--- src/rtl/master_return_fifo.sv ---
// Per-master return-path buffer: pops the arbiter-granted slave return FIFO,
// stores responses in order and presents them to the master with valid/ready.
module master_return_fifo #(
  parameter int unsigned masters    = 2,
  parameter int unsigned slaves     = 2,
  parameter int unsigned DATA_WIDTH = 32,
  parameter int unsigned DEPTH      = 4
) (
  input  logic                                         ACLK,
  input  logic                                         ARESETn,
  input  logic                                         push_to_fifo,
  input  logic [((slaves > 1) ? $clog2(slaves) : 1)-1:0] grant_slave_number,
  input  logic [DATA_WIDTH-1:0]                        slave_payload [0:slaves-1],
  output logic [slaves-1:0]                            slave_fifo_pop,
  output logic                                         master_fifo_full,
  output logic                                         master_valid,
  output logic [DATA_WIDTH-1:0]                        master_payload,
  input  logic                                         master_ready,
  output logic [$clog2(DEPTH):0]                       fifo_count,
  output logic                                         push_drop_err
);

  localparam int unsigned GW = (slaves > 1) ? $clog2(slaves) : 1;
  localparam int unsigned AW = $clog2(DEPTH);
  localparam int unsigned CW = AW + 1;
  // With a power-of-two slave count every grant encoding is a real slave.
  localparam bit GRANT_FULL_RANGE = (slaves == (32'd1 << GW));

  // Elaboration guard on the configuration.
  if (masters == 0 || slaves == 0 || DEPTH < 2 || (DEPTH & (DEPTH - 1)) != 0) begin : g_bad_cfg
    $error("master_return_fifo: invalid parameter set");
  end

  logic [DATA_WIDTH-1:0] mem [DEPTH];
  logic [AW-1:0]         wr_ptr;
  logic [AW-1:0]         rd_ptr;
  logic [CW-1:0]         count;
  logic                  drop_err;
  logic                  grant_ok;
  logic                  push_ok;
  logic                  pop_ok;
  logic [DATA_WIDTH-1:0] wr_data;

  assign master_fifo_full = (count == CW'(DEPTH));
  assign master_valid     = (count != '0);
  assign master_payload   = master_valid ? mem[rd_ptr] : '0;
  assign fifo_count       = count;
  assign push_drop_err    = drop_err;

  // Push qualification, slave pop strobe and write-data select.
  always_comb begin
    grant_ok       = GRANT_FULL_RANGE ? 1'b1
                   : ({{(32-GW){1'b0}}, grant_slave_number} < slaves);
    push_ok        = ARESETn & push_to_fifo & ~master_fifo_full & grant_ok;
    pop_ok         = master_valid & master_ready;
    slave_fifo_pop = '0;
    wr_data        = '0;
    for (int unsigned i = 0; i < slaves; i++) begin
      if (grant_slave_number == GW'(i)) begin
        slave_fifo_pop[i] = push_ok;
        wr_data           = slave_payload[i];
      end
    end
  end

  // Storage array is not reset; stale contents are masked by master_valid.
  always_ff @(posedge ACLK) begin
    if (push_ok) begin
      mem[wr_ptr] <= wr_data;
    end
  end

  // Pointers, occupancy and sticky drop diagnostic.
  always_ff @(posedge ACLK or negedge ARESETn) begin
    if (!ARESETn) begin
      wr_ptr   <= '0;
      rd_ptr   <= '0;
      count    <= '0;
      drop_err <= 1'b0;
    end else begin
      if (push_ok) begin
        wr_ptr <= wr_ptr + AW'(1);
      end
      if (pop_ok) begin
        rd_ptr <= rd_ptr + AW'(1);
      end
      case ({push_ok, pop_ok})
        2'b10:   count <= count + CW'(1);
        2'b01:   count <= count - CW'(1);
        default: count <= count;
      endcase
      if (push_to_fifo & (master_fifo_full | ~grant_ok)) begin
        drop_err <= 1'b1;
      end
    end
  end

endmodule

--- config.mk ---
export PLATFORM = sky130hd
export DESIGN_NAME = master_return_fifo
export DESIGN_NICKNAME = d
export VERILOG_FILES = /design/src/rtl/master_return_fifo.sv
export SDC_FILE = /design/constraint.sdc
export NUM_CORES = 1
export LEC_CHECK = 0
export ABC_AREA = 1
export CAP_MARGIN = 20
export CORE_AREA = 5 5 126 158
export CTS_CLUSTER_SIZE = 24
export DETAILED_ROUTE_END_ITERATION = 12
export DIE_AREA = 0 0 131 163
export PLACE_DENSITY = 0.59
export SLEW_MARGIN = 20
export SYNTH_ARGS = -nofsm -noshare
export SYNTH_HDL_FRONTEND = slang
export SYNTH_SLANG_ARGS = --single-unit
--- constraint.sdc ---
create_clock -name ACLK -period 3.6 [get_ports ACLK]
set_input_delay 0.54 -clock ACLK [delete_from_list [all_inputs] [get_ports ACLK]]
set_output_delay 0.54 -clock ACLK [all_outputs]
set_load 0.01 [all_outputs]
==> flow_summary_export.csv <==
group,metric,value,unit
run_status,status,"complete, no violations",
clock_tree,cts.sinks,136,
grt,grt_max_degree,67,
layout,final_common_cell,"nand2_1",
power,ir_worst_vdd,0.000475,V
route,route.detailed.drc,0,
die,die_width,131,um
sta,rsz0062_at_grt,"false",
power,powerDensity,741,nW/um2
synthesis,synth_warnings,0,
synthesis,synth_cell_types,19,
synthesis,syn_avg_cell_area,9.38,um2
setup_path,reg2reg_depth,11,
synthesis,synth_area,6300,um2
setup_path,cp-start-kind,"flip-flop",
die,io_pins,109,
power,finalPower,6150,uW
clock_tree,cts_tree,"done",
sta,slew_viol_final,0,
layout,nFillCells,1731,
clock_tree,ctsResizeCount,0,
place,gp_congestion,0.720,
sta,finClkSkew,8.79,ps
route,vias,4531,
setup_path,critPathMaxFanout,17,
clock_tree,root_buffer,"clkbuf_16",
sta,period_minus_slack,3030,ps
clock_tree,post_cts_buffers,0,
layout,nNetsFinal,858,
grt,overflow,0,
clock_tree,insertion_delay,400,ps
clock_tree,cts_made_buffers,17,
synthesis,synth_top_area_share,61.0,%
setup_path,rr_startpoint,"fifo_count[1]$_DFFE_PN0P_",
sta,fin_tns_setup,0,ps
clock_tree,clkSlewWorstSetupHoldPaths,60,ps
setup_path,r2r_end,"fifo_count[2]$_DFFE_PN0P_",
setup_path,crit_start,"fifo_count[1]$_DFFE_PN0P_",
route,viasPerCell,4.41,
clock_tree,cts_hold_buf,0,
sta,finalCritPeriodShare,84.1,%
setup_path,critPathArrivalTime,2490,ps
route,wirelength,14.7,mm
clock_tree,h-tree-depth,4,
sta,holdWs,436,ps
grt,grt_pass1_vias,4384,
die,initial_core_util,34.3,%
die,fp.dieArea,21400,um2
setup_path,crit_path_end,"master_payload[11]",
place,dpl.hpwl,9.55,mm
layout,multi_input_area,1590,um2
synthesis,synthCells,671,
route,dr.pass1.iters,5,
synthesis,yosys-top-cells-area,"edfxtp_1 61%, nand2_1 14%, inv_1 8.6%",
route,dr.first_iter.drc_count,259,
place,post-place-ws,999,ps
clock_tree,clock_path_buffers,2,
sta,fmax,330,MHz
route,wire_per_inst,14.3,um
setup_path,end_kind,"primary output",
synthesis,ys_seq_elements,136,
hold_path,hp-class,"input pin to async pin",
sta,setup-violations-final,0,
sta,tightest_slew,810,ps
synthesis,ys_seq_area_share,64.2,%
synthesis,syn-num-nets,746,
layout,final_core_util,45.2,%
layout,area_growth,31.7,%
synthesis,synth_top_area_cell,"edfxtp_1",
job,max_cap_violations,0,
layout,register_area,4050,um2
place,port_buffers,108,
layout,final_cell_mix,"237 x nand2_1, 145 x inv_1, 128 x edfxtp_1",
route,ant_nets,0,
grt,antenna_found_initial,0,
power,p_leak,0.00366,uW
grt,grt_pass1_wl,22.9,mm
die,rows,56,
sta,slew_headroom,46.0,%
die,dieHeight,163,um
grt,grt.total_usage,14.3,%
layout,insertedDiodeCount,0,
sta,setup_ws,572,ps
setup_path,critPathKind,"flip-flop to primary output",
setup_path,r2r_slack,1560,ps
die,core_area,18400,um2
setup_path,crit_required,3060,ps
sta,hold_viol,0,
layout,drive_gt1_share,6.66,%
Yosys cell counts (all sizes together):
cell / count
nor2: 6
inv: 146
edfxtp: 128
a21o: 1
clkbuf: 8
nand2: 237
a21oi: 32
nand4: 3
dfrtp: 8
ha: 5
o21ai: 2
xnor2: 2
nand3: 69
buf: 23
fa: 1
critical path, cell delays in order (launching register included):
cell	delay [ps]
dfrtp_1	400
inv_1	120
nand3_1	150
inv_1	540
buf_4	330
a21oi_1	70
clkdlybuf4s50_1	480
through the flow:
step,cells,instance area (um2)
after floorplan,671,6300
final,1028,8290
after CTS,1028,8290
after detailed placement,996,7710
after global routing,1028,8290
after global placement,996,7710
report_power, final:
group	internal, uW	switching (uW)
Clock	1070	619
Sequential	1950	91.1
Combinational	1060	1350
sequential cells by signal, summed over array words and instances (netlist names):
register       count
fifo_count         3
mem              128
push_drop_err      1
wr_ptr             2
rd_ptr             2
worst min path at each step:
stage,endpoint,depth (start not counted),from,slack [ps]
after floorplan,fifo_count[0]$_DFFE_PN0P_,0,ARESETn,240
after global placement,push_drop_err$_DFFE_PN0P_,1,push_drop_err$_DFFE_PN0P_,440
after detailed placement,push_drop_err$_DFFE_PN0P_,1,push_drop_err$_DFFE_PN0P_,450
after CTS,wr_ptr[0]$_DFFE_PN0P_,2,ARESETn,430
after global routing,wr_ptr[0]$_DFFE_PN0P_,2,ARESETn,430
final,wr_ptr[0]$_DFFE_PN0P_,2,ARESETn,440
per-layer routing:
metal	vias up	GRT usage (%)	share of wire (%)	routed length (um)
li1	2324	-	-	-
met2	105	24.7	52	7610
met5	-	0	0	0
met1	2095	17.4	42	6180
met4	0	4.30	1.1	159
met3	7	3.44	5.2	759
logic make-up (layout without fill, tap and decap cells):
family                     count (synthesis)  after routing  share of synthesized area [%]
xor gates and xnor gates                   2              2                          0.278
buffers and inverters                    177            302                           11.0
AOI/OAI and AO/OA                         35             35                           2.82
DFF                                      136            136                           64.2
adders and majority gates                  6              6                           1.31
and+or+nand+nor                          315            315                           20.3
area by class of cell:
| class | instances | share of cell area, % |
|---|---|---|
| Clock inverter | 15 | 1.93 |
| Tap cell | 232 | 3.50 |
| Timing Repair Buffer | 124 | 14.9 |
| Sequential cell | 136 | 48.8 |
| Multi-Input combinational cell | 358 | 19.2 |
| Inverter | 146 | 6.61 |
| Clock buffer | 17 | 5.13 |
Power figures use the tool's default switching activity.
